--- config.mk ---
export PLATFORM = sky130hd
export DESIGN_NAME = draw_chip_sprite_flat
export DESIGN_NICKNAME = d
export VERILOG_FILES = /design/src/rtl/chip_draw_pkg.sv /design/src/rtl/draw_chip_sprite_if.sv /design/src/rtl/chip_sprite_rom.sv /design/src/rtl/draw_chip_sprite.sv /design/src/flat_wrapper.sv
export SDC_FILE = /design/constraint.sdc
export NUM_CORES = 1
export LEC_CHECK = 0
export BUFFER_PORTS_ARGS = -buffer_cell sky130_fd_sc_hd__buf_2
export CAP_MARGIN = 20
export CELL_PAD_IN_SITES_DETAIL_PLACEMENT = 1
export CELL_PAD_IN_SITES_GLOBAL_PLACEMENT = 1
export CORE_MARGIN = 2
export CORE_UTILIZATION = 44
export CTS_CLUSTER_DIAMETER = 150
export DETAILED_ROUTE_END_ITERATION = 7
export PLACE_DENSITY = 0.91
export SLEW_MARGIN = 25
export SYNTH_ARGS = -nofsm -noshare
export SYNTH_HDL_FRONTEND = slang
export SYNTH_HIERARCHICAL = 1
export SYNTH_SLANG_ARGS = --single-unit
--- constraint.sdc ---
create_clock -name clk -period 2.5 [get_ports clk]
set_clock_uncertainty 0.1 [all_clocks]
set_input_delay 0.125 -clock clk [delete_from_list [all_inputs] [get_ports clk]]
set_output_delay 0.125 -clock clk [all_outputs]
set_load 0.02 [all_outputs]
--- src/rtl/chip_draw_pkg.sv ---
// chip_draw_pkg: shared FSM encoding, colour defaults, board geometry and chip artwork
package chip_draw_pkg;

   typedef enum logic [1:0] {ST_IDLE, ST_DRAW, ST_FLUSH, ST_DONE} draw_state_e;

   localparam logic [7:0] TRANSP_KEY_DEF = 8'h00;
   localparam logic [7:0] BG_COLOUR_DEF  = 8'hFF;

   localparam int CELL_PITCH_X = 20;
   localparam int CELL_PITCH_Y = 18;
   localparam int BOARD_COLS   = 7;
   localparam int BOARD_ROWS   = 6;

   // Round chip: dark rim, body, bright centre; corners outside the disc are transparent.
   // Works in doubled coordinates so the pixel-centre offsets stay integral.
   function automatic logic [7:0] chip_pixel(input int bank, input int row, input int col,
                                             input int w, input int h);
      int dx, dy, d2;
      dx = 2 * col + 1 - w;
      dy = 2 * row + 1 - h;
      d2 = dx * dx + dy * dy;
      if (d2 > w * h) return TRANSP_KEY_DEF;
      if (4 * d2 > 3 * w * h) return bank != 0 ? 8'h02 : 8'h80;
      if (4 * d2 <= w * h) return bank != 0 ? 8'h5F : 8'hF6;
      return bank != 0 ? 8'h03 : 8'hE0;
   endfunction

endpackage

--- src/rtl/draw_chip_sprite_if.sv ---
// draw_chip_sprite_if: draw request and framebuffer pixel port of the chip sprite drawer
interface draw_chip_sprite_if #(
   parameter int X_W      = 8,
   parameter int Y_W      = 7,
   parameter int COLOUR_W = 8
);
   logic                start;
   logic                player;
   logic                erase;
   logic [X_W-1:0]      xin;
   logic [Y_W-1:0]      yin;
   logic [X_W-1:0]      xout;
   logic [Y_W-1:0]      yout;
   logic [COLOUR_W-1:0] colour;
   logic                plot;
   logic                busy;
   logic                done;

   modport master (output start, player, erase, xin, yin,
                   input  xout, yout, colour, plot, busy, done);
   modport slave  (input  start, player, erase, xin, yin,
                   output xout, yout, colour, plot, busy, done);
endinterface

--- src/rtl/chip_sprite_rom.sv ---
// chip_sprite_rom: two-bank chip artwork, one-cycle synchronous read
module chip_sprite_rom
   import chip_draw_pkg::*;
#(
   parameter int SPRITE_W = 16,
   parameter int SPRITE_H = 16,
   parameter int COLOUR_W = 8,
   localparam int AW      = 1 + $clog2(SPRITE_W) + $clog2(SPRITE_H)
) (
   input  logic                clk,
   input  logic [AW-1:0]       addr_i,
   output logic [COLOUR_W-1:0] data_o
);

   logic [COLOUR_W-1:0] rom [2*SPRITE_W*SPRITE_H];

   for (genvar a = 0; a < 2 * SPRITE_W * SPRITE_H; a++) begin : g_rom
      assign rom[a] = COLOUR_W'(chip_pixel(a / (SPRITE_W * SPRITE_H), (a / SPRITE_W) % SPRITE_H,
                                           a % SPRITE_W, SPRITE_W, SPRITE_H));
   end

   // registered read gives the fixed one-cycle latency the pixel pipeline is built around
   always_ff @(posedge clk) data_o <= rom[addr_i];

endmodule

--- src/rtl/draw_chip_sprite.sv ---
// draw_chip_sprite: rasterises one chip sprite (or erases its footprint) into a framebuffer
module draw_chip_sprite
   import chip_draw_pkg::*;
#(
   parameter int                  SPRITE_W   = 16,
   parameter int                  SPRITE_H   = 16,
   parameter int                  COLOUR_W   = 8,
   parameter int                  X_W        = 8,
   parameter int                  Y_W        = 7,
   parameter logic [COLOUR_W-1:0] TRANSP_KEY = COLOUR_W'(TRANSP_KEY_DEF),
   parameter logic [COLOUR_W-1:0] BG_COLOUR  = COLOUR_W'(BG_COLOUR_DEF)
) (
   input  logic              clk,
   input  logic              resetn,
   draw_chip_sprite_if.slave bus
);

   localparam int CW = $clog2(SPRITE_W);
   localparam int RW = $clog2(SPRITE_H);
   localparam logic [1:0] IDLE  = ST_IDLE;
   localparam logic [1:0] DRAW  = ST_DRAW;
   localparam logic [1:0] FLUSH = ST_FLUSH;
   localparam logic [1:0] DONE  = ST_DONE;

   logic [1:0]          state_q, state_d;
   logic [CW-1:0]       col_q, col_d;
   logic [RW-1:0]       row_q, row_d;
   logic [X_W-1:0]      x0_q, xout_q;
   logic [Y_W-1:0]      y0_q, yout_q;
   logic                player_q, erase_q, valid_q;
   logic [COLOUR_W-1:0] rom_data;
   logic                accept, last;

   assign accept = state_q == IDLE && bus.start;
   assign last   = &col_q && &row_q;

   // next state and raster counters; counters wrap back to 0 on the last pixel
   always_comb begin
      state_d = state_q == IDLE  ? (bus.start ? DRAW : IDLE)
              : state_q == DRAW  ? (last ? FLUSH : DRAW)
              : state_q == FLUSH ? DONE : IDLE;
      col_d   = state_q == DRAW ? col_q + 1'b1 : col_q;
      row_d   = state_q == DRAW && &col_q ? row_q + 1'b1 : row_q;
   end

   // control state, request latch and pixel coordinates aligned with the ROM output
   always_ff @(posedge clk or negedge resetn) begin
      if (!resetn) begin
         state_q  <= IDLE;
         col_q    <= '0;
         row_q    <= '0;
         x0_q     <= '0;
         y0_q     <= '0;
         player_q <= 1'b0;
         erase_q  <= 1'b0;
         xout_q   <= '0;
         yout_q   <= '0;
         valid_q  <= 1'b0;
      end else begin
         state_q <= state_d;
         col_q   <= col_d;
         row_q   <= row_d;
         valid_q <= state_q == DRAW;
         if (accept) begin
            x0_q     <= bus.xin;
            y0_q     <= bus.yin;
            player_q <= bus.player;
            erase_q  <= bus.erase;
         end
         if (state_q == DRAW) begin
            xout_q <= x0_q + X_W'(col_q);
            yout_q <= y0_q + Y_W'(row_q);
         end
      end
   end

   chip_sprite_rom #(
      .SPRITE_W (SPRITE_W),
      .SPRITE_H (SPRITE_H),
      .COLOUR_W (COLOUR_W)
   ) u_rom (
      .clk    (clk),
      .addr_i ({player_q, row_q, col_q}),
      .data_o (rom_data)
   );

   assign bus.xout   = xout_q;
   assign bus.yout   = yout_q;
   assign bus.plot   = valid_q && (erase_q || rom_data != TRANSP_KEY);
   assign bus.colour = !valid_q ? '0 : erase_q ? BG_COLOUR : rom_data;
   assign bus.busy   = state_q != IDLE;
   assign bus.done   = state_q == DONE;

endmodule
--- src/flat_wrapper.sv ---
// flat-port wrapper written by rule: the top's interface ports become plain ports
module draw_chip_sprite_flat import chip_draw_pkg::*;
#(
   parameter int                  SPRITE_W   = 16,
   parameter int                  SPRITE_H   = 16,
   parameter int                  COLOUR_W   = 8,
   parameter int                  X_W        = 8,
   parameter int                  Y_W        = 7,
   parameter logic [COLOUR_W-1:0] TRANSP_KEY = COLOUR_W'(TRANSP_KEY_DEF),
   parameter logic [COLOUR_W-1:0] BG_COLOUR  = COLOUR_W'(BG_COLOUR_DEF)
)
  (clk, resetn, bus_start, bus_player, bus_erase, bus_xin, bus_yin, bus_xout, bus_yout, bus_colour, bus_plot, bus_busy, bus_done);
  draw_chip_sprite_if #(.X_W(X_W), .Y_W(Y_W), .COLOUR_W(COLOUR_W)) bus_i ();
  input  logic clk;
  input  logic resetn;
  input wire logic [$bits(bus_i.start)-1:0] bus_start;
  input wire logic [$bits(bus_i.player)-1:0] bus_player;
  input wire logic [$bits(bus_i.erase)-1:0] bus_erase;
  input wire logic [$bits(bus_i.xin)-1:0] bus_xin;
  input wire logic [$bits(bus_i.yin)-1:0] bus_yin;
  output wire logic [$bits(bus_i.xout)-1:0] bus_xout;
  output wire logic [$bits(bus_i.yout)-1:0] bus_yout;
  output wire logic [$bits(bus_i.colour)-1:0] bus_colour;
  output wire logic [$bits(bus_i.plot)-1:0] bus_plot;
  output wire logic [$bits(bus_i.busy)-1:0] bus_busy;
  output wire logic [$bits(bus_i.done)-1:0] bus_done;
  assign bus_i.start = bus_start;
  assign bus_i.player = bus_player;
  assign bus_i.erase = bus_erase;
  assign bus_i.xin = bus_xin;
  assign bus_i.yin = bus_yin;
  assign bus_xout = bus_i.xout;
  assign bus_yout = bus_i.yout;
  assign bus_colour = bus_i.colour;
  assign bus_plot = bus_i.plot;
  assign bus_busy = bus_i.busy;
  assign bus_done = bus_i.done;
  draw_chip_sprite #(.SPRITE_W(SPRITE_W), .SPRITE_H(SPRITE_H), .COLOUR_W(COLOUR_W), .X_W(X_W), .Y_W(Y_W), .TRANSP_KEY(TRANSP_KEY), .BG_COLOUR(BG_COLOUR)) u_core (.clk(clk), .resetn(resetn), .bus(bus_i));
endmodule
==> key figures, run 1 <==
Floorplan
  – Core ar.: 6280 sq um
  – Die height: 84.2 um
  – IO Count: 46
  – Rows: 29
  – Die W: 84.2 um
  – Die area: 7080 sq um
  – Starting Density: 0.450

Routing
  – Total iterations of the first detailed-routing run: 4
  – Vias/cell: 5.74
  – Total Wirelength: 7450 um
  – Vias: 2,421
  – Number of DRC markers in iteration 0: 132
  – DRC: 0
  – Post-route ant nets: 0
  – Wire per inst: 17.7 um

Synthesis
  – Synth area leaders: dfrtp_1 38%, mux2_2 6.4%, dfxtp_1 5.0%
  – Top cell type's share of synthesized area: 0.381
  – Synth Flop Type: dfrtp_1
  – Syn nets: 316
  – Syn Area/Cell: 9.96 sq um
  – Post-synth EDFFs: 0
  – Post-synth ARST share: 0.860
  – Yosys top cell by area: dfrtp_1
  – Yosys warnings: 6
  – Top post-synthesis cells by count: 43 x dfrtp_1, 32 x nand2_1, 23 x nor2_1, 16 x mux2_2, 12 x o21ai_0
  – Part of the Yosys area used for sequential elements: 0.430
  – Most common cell in the netlist: dfrtp_1
  – Syn Inst Count: 284
  – Post-synth cell types: 63
  – Synth Register Bits: 50
  – Mapped cell area: 2830 sq um

Global route
  – Largest net degree at the start of global routing: 44
  – Gr usage total: 0.223
  – Initial antenna violation count: 0
  – Total gr overflow: 0
  – Global-route wire length before repair: 12,800 um
  – Number of global-route vias before repair: 2,607

Setup path
  – Crit Path Max Fanout: 19
  – Critical path's slowest cell: dfrtp_1
  – Critical Path RT: 2.60 ns
  – CP startpoint: u_core/col_q[1]$_DFFE_PN0P_
  – Cell-by-cell trace of the critical path: o21ai_1 > o211a_1 > or4_4 > a22oi_2 > mux2i_1
  – Delay-heaviest family, CP: flip-flops
  – CP Data Arrival Time: 2.38 ns
  – R2r startpoint: u_core/col_q[1]$_DFFE_PN0P_
  – Buf/Inv on CP: 0
  – Critical path type: reg2reg
  – Worst path max stage delay: 0.78 ns
  – Worst Setup Start Kind: flop
  – Worst Setup End Kind: flop

Finish
  – Area grow syn2layout: 20.5%
  – # diodes: 0
  – Final Non-Filler Cells: 422
  – Share of layout cells above drive strength 1: 0.241
  – Final #Nets: 376

Power and ir drop
  – Peak supply drop: 0.000287 V
  – Final Power: 1.65 mW
  – Leak: 1.62 nW
  – Pwr per Cell Area: 483 nW/um^2

Timing
  – Setup-failing EPs final: 0
  – Fin crit share: 0.912
  – RSZ-0062 raised after global routing: no
  – Hold_ws: 0.0163 ns
  – Final Hold Violating Endpoints: 0
  – FMAX: 0.438 GHz
  – Rel. slew slack: 0.458
  – Crit path time final: 2.28 ns
  – Worst-Margin Slew: 0.813 ns
  – Max Slew Vio Count: 0
  – Setup WS post-layout: 0.219 ns
  – TNS Setup: 0 ns

Clock network
  – # hold bufs at CTS: 18
  – Clk slew on worst S/H paths: 0.10 ns
  – Num CTS Buffers: 5
  – TritonCTS clock tree: done
  – Root Buffer: clkbuf_8
  – H-tree Lvls: 2
  – Clk buf depth: 2
  – Clock Sinks: 50
  – Postcts setup bufs: 0
  – Clk_lat worst skew: 0.31 ns
  – # resized after CTS: 0

Outcome
  – Status: finished, final reports clean

Hold path
  – Worst Min Path Start: bus_start
  – Type of the most critical hold path: in2reg

Placed design
  – Post-DP HPWL: 4840 um
  – Dpl ws: 0.349 ns
  – Port buffer count: 45
  – Placed Cells incl. Taps: 396
  – GP Congestion: 0.849

Job
  – Max-cap violations: 0
final timing paths:
path                                             endpoint  slack [ns]  cells past startpoint
max in group asynchronous  u_core/bus.xout[6]$_DFFE_PN0P_        1.67                      2
hold reg to reg            u_core/bus.xout[0]$_DFFE_PN0P_        0.39                      2
hold / removal                u_core/state_q[0]$_DFF_PN0_        0.02                      3
setup reg to reg           u_core/u_rom/data_o[1]$_DFF_P_        0.22                      5
setup / recovery           u_core/u_rom/data_o[1]$_DFF_P_        0.22                      5
min in group asynchronous      u_core/y0_q[0]$_DFFE_PN0P_        0.25                      2
per-layer routing:
metal	track usage	vias to the layer above	share of wire
met5	0	-	0
met4	0.0528	0	0.010
met3	0.0315	11	0.037
met2	0.403	62	0.53
met1	0.282	1210	0.42
li1	-	1138	-
cell type report:
class / instances / area (sq um)
inverter: 11 / 41.3
clock inverter: 1 / 8.76
clock buffer: 7 / 119
fill: 719 / 2870
multi-input combinational: 208 / 1480
sequential: 50 / 1220
tap: 77 / 96.3
timing repair buffer: 68 / 445
kinds of logic (layout without fill, tap and decap cells):
group           count (synthesis)  count (layout)  synth area share
simple gates                  103             103             0.192
compound gates                 60              60             0.155
flops                          50              50             0.430
buf+inv                        26              87            0.0465
mux                            19              19            0.0743
xor+xnor                       14              14            0.0434
fa+ha+maj                      12              12            0.0584
cells in the final DEF, fill, tap and decap left out, drive strengths merged, types with 8 or more instances in the layout:
master,synthesis,routed
dlygate4sd3,0,18
mux2,16,16
nor2,25,25
dfrtp,43,43
nand3,8,8
buf,12,50
o21ai,16,16
ha,10,10
nand2,32,32
inv,10,10
xnor2,8,8
flip-flops by register name, indices dropped and copies added, names as in the netlist, named ones only:
register / count
u_core/bus.xout: 8
u_core/x0_q: 8
u_core/bus.yout: 7
u_core/u_rom/data_o: 7
u_core/y0_q: 7
u_core/col_q: 4
u_core/row_q: 4
u_core/erase_q: 1
u_core/player_q: 1
u_core/state_q: 1
u_core/valid_q: 1
per-stage QoR:
step            util  instance area (sq um)
6_report       0.543                   3410
5_1_grt        0.543                   3410
4_1_cts        0.542                   3400
3_5_place_dp   0.493                   3100
3_3_place_gp   0.493                   3100
2_1_floorplan      -                   2830
worst min-delay path, cell delays in order:
cell and delay [ns]:
buf_2 0.11, nor2_1 0.07, o21ai_0 0.07
report_power, final:
part           internal [mW]  switching [mW]  leakage (nW)
Sequential             0.838          0.0270         0.589
Combinational         0.0838          0.0993         0.971
Clock                  0.321           0.279        0.0647
Total                   1.24           0.405          1.62
No activity file was read; power rests on OpenSTA's default activity.
==> inputs of run 2 (changes only) <==
--- a/config.mk
+++ b/config.mk
@@ -10,10 +10,12 @@
 export CELL_PAD_IN_SITES_DETAIL_PLACEMENT = 1
 export CELL_PAD_IN_SITES_GLOBAL_PLACEMENT = 1
 export CORE_MARGIN = 2
-export CORE_UTILIZATION = 44
+export CORE_UTILIZATION = 45
+export CTS_BUF_LIST = sky130_fd_sc_hd__clkbuf_4
 export CTS_CLUSTER_DIAMETER = 150
 export DETAILED_ROUTE_END_ITERATION = 7
-export PLACE_DENSITY = 0.91
+export MAX_ROUTING_LAYER = met4
+export PLACE_DENSITY = 0.93
 export SLEW_MARGIN = 25
 export SYNTH_ARGS = -nofsm -noshare
 export SYNTH_HDL_FRONTEND = slang
==> run 2 against run 1 <==
Net effect: via count grew 1.5%; power is 12% lower; combinational power barely moved; count of clock-buffer cells in the layout is 1 lower; fmax grew 1.3%; global-route usage rose by 1.4 points; final cell count decreased by 0.24%; register-to-register slack improved by 0.03 ns; first-iteration DRC count unchanged; routed wire length is 4.4% higher; worst setup slack improved by 0.030 ns.
==> key figures, run 2 (same netlist as run 1, synthesis figures left out) <==
Setup path
  – Worst Setup Start Kind: flop
  – Buf/Inv on CP: 0 (unchanged)
  – Worst Setup End Kind: flop
  – Delay-heaviest family, CP: compound AO/OA/AOI/OAI gates
  – Crit Path Max Fanout: 19 (unchanged)
  – Critical Path RT: 2.71 ns (+0.11 ns)
  – Critical path type: reg2reg
  – CP Data Arrival Time: 2.46 ns (+0.08 ns)
  – Critical path's slowest cell: dfrtp_1
  – Internal reg-to-reg setup slack: 0.25 ns (+0.03 ns)
  – Cell-by-cell trace of the critical path: o21ai_1 > and4b_1 > o41ai_1 > a22oi_2 > mux2i_1
  – Worst path max stage delay: 0.81 ns (+0.03 ns)

Timing
  – Max Slew Vio Count: 0 (unchanged)
  – RSZ-0062 raised after global routing: no
  – Setup-failing EPs final: 0 (unchanged)
  – Crit path time final: 2.25 ns (-0.0298 ns)
  – Fin crit share: 0.900 (-0.0119)
  – FMAX: 0.444 GHz (+1.3%)
  – Worst-Margin Slew: 0.794 ns (-0.0195 ns)
  – TNS Setup: 0 ns (unchanged)
  – Hold_ws: 0.183 ns (+0.167 ns)
  – Rel. slew slack: 0.471 (+0.0130)
  – Final Hold Violating Endpoints: 0 (unchanged)

Clock network
  – # resized after CTS: 0 (unchanged)
  – Postcts setup bufs: 0 (unchanged)
  – TritonCTS clock tree: done
  – Clk_lat worst skew: 0.38 ns (+0.07 ns)
  – H-tree Lvls: 2 (unchanged)
  – Clock Sinks: 50 (unchanged)
  – Num CTS Buffers: 5 (unchanged)
  – Root Buffer: clkbuf_4
  – Clk slew on worst S/H paths: 0.16 ns (+0.06 ns)
  – Clk buf depth: 2 (unchanged)
  – # hold bufs at CTS: 19 (+1)

Routing
  – Uppermost layer routed: met4
  – Number of DRC markers in iteration 0: 132 (unchanged)
  – Met2 wire len: 4060 um (+2.2%)
  – Vias/cell: 5.84 (+1.8%)
  – Total iterations of the first detailed-routing run: 4 (unchanged)
  – WL met1: 3330 um (+6.6%)
  – Total Wirelength: 7780 um (+4.4%)
  – Vias: 2,458 (+1.5%)
  – Post-route ant nets: 0 (unchanged)
  – Wire per inst: 18.5 um (+4.6%)
  – DRC: 0 (unchanged)
  – WL met3: 254 um (-6.6%)

Finish
  – Final #Nets: 377 (+0.27%)
  – Area grow syn2layout: 18.3%
  – Share of layout cells above drive strength 1: 0.240 (-0.000695)
  – # diodes: 0 (unchanged)
  – Most common cell after layout, fill and taps aside: buf_2
  – Fin util: 0.558 (+0.0157)
  – Most frequent cells in the layout: 44 x buf_2, 43 x dfrtp_1, 32 x nand2_1

Placed design
  – Post-DP HPWL: 4930 um (+1.9%)
  – Port buffer count: 45 (unchanged)
  – GP Congestion: 0.847 (-0.25%)

Global route
  – Initial antenna violation count: 0 (unchanged)
  – Global-route wire length before repair: 13,100 um (+2.3%)
  – Gr usage total: 0.237 (+0.0142)
  – Largest net degree at the start of global routing: 44 (unchanged)
  – Number of global-route vias before repair: 2,624 (+0.65%)
  – Total gr overflow: 0 (unchanged)

Power and ir drop
  – Net Sw Frac: 0.278 (+0.0320)
  – Leak: 1.60 nW (-1.5%)
  – Peak supply drop: 0.000328 V (+14%)
  – Pwr per Cell Area: 433 nW/um^2 (-10%)
  – Combinational Power Share: 0.129 (+0.018)
  – NetSw: 0.402 mW (-0.66%)
  – P_int: 1.05 mW (-16%)
  – Seq pwr share: 0.599 (+0.074)
  – Clock network power share: 0.273 (-0.091)

Outcome
  – Status: finished, final reports clean

Floorplan
  – Core ar.: 5990 sq um (-4.6%)
  – Rows: 28 (-3.4%)
  – Die height: 83.3 um (-1.1%)
  – Die W: 83.3 um (-1.1%)
  – Die area: 6930 sq um (-2.1%)
  – Starting Density: 0.472 (+0.0215)
  – IO Count: 46 (unchanged)

Job
  – Max-cap violations: 0 (unchanged)

Hold path
  – Type of the most critical hold path: in2async
==> run 2: cell count changes in the layout (fill, tap and decap cells not counted) <==
cell / change
clkbuf_8: -5
clkbuf_16: -2
dlygate4sd3_1: +1
clkbuf_4: +6
clkinv_2: +1
==> run 2: final timing paths <==
| kind | startpoint | endpoint | depth (start not counted) |
|---|---|---|---|
| setup / recovery | u_core/col_q[1]$_DFFE_PN0P_ | u_core/u_rom/data_o[1]$_DFF_P_ | 5 |
| hold / removal | resetn | u_core/x0_q[2]$_DFFE_PN0P_ | 2 |
| setup reg to reg | u_core/col_q[1]$_DFFE_PN0P_ | u_core/u_rom/data_o[1]$_DFF_P_ | 5 |
| hold reg to reg | u_core/bus.yout[3]$_DFFE_PN0P_ | u_core/bus.yout[3]$_DFFE_PN0P_ | 2 |
| max in group asynchronous | resetn | u_core/col_q[1]$_DFFE_PN0P_ | 2 |
| min in group clk | bus_xin[4] | u_core/x0_q[4]$_DFFE_PN0P_ | 3 |
==> run 2: routing by layer <==
metal | up-vias | GRT usage
met5 | - | -
met2 | 68 | 0.413
met3 | 11 | 0.0258
met4 | 0 | 0.0551
met1 | 1237 | 0.298
li1 | 1142 | -
==> run 2: final cells by class <==
cell class | instances | area (sq um)
fillers | 680 | 2650
multi-input cells | 208 | 1480
flip-flops and latches | 50 | 1220
repair buffers | 69 | 455
well taps | 75 | 93.8
clock buffers | 6 | 45.0
inverters | 11 | 41.3
clock inverters | 2 | 13.8
==> run 2: per-stage QoR <==
stage               setup slack (ns)  instances  cell area [sq um]  power (mW)
floorplan                      0.575        284               2830       0.966
global placement               0.419        394               3090        1.03
detailed placement             0.319        394               3090        1.04
CTS                            0.306        421               3340        1.44
global route                   0.172        421               3350        1.51
finish                         0.249        421               3350        1.45
==> run 2: power groups by stage <==
| stage | sequential, mW | clock, mW | combinational (mW) |
|---|---|---|---|
| 6_report | 0.867 | 0.395 | 0.186 |
| 5_1_grt | 0.871 | 0.437 | 0.203 |
| 4_1_cts | 0.865 | 0.392 | 0.183 |
| 3_5_place_dp | 0.880 | 0 | 0.160 |
| 3_3_place_gp | 0.878 | 0 | 0.150 |
| 2_1_floorplan | 0.894 | 0 | 0.0721 |
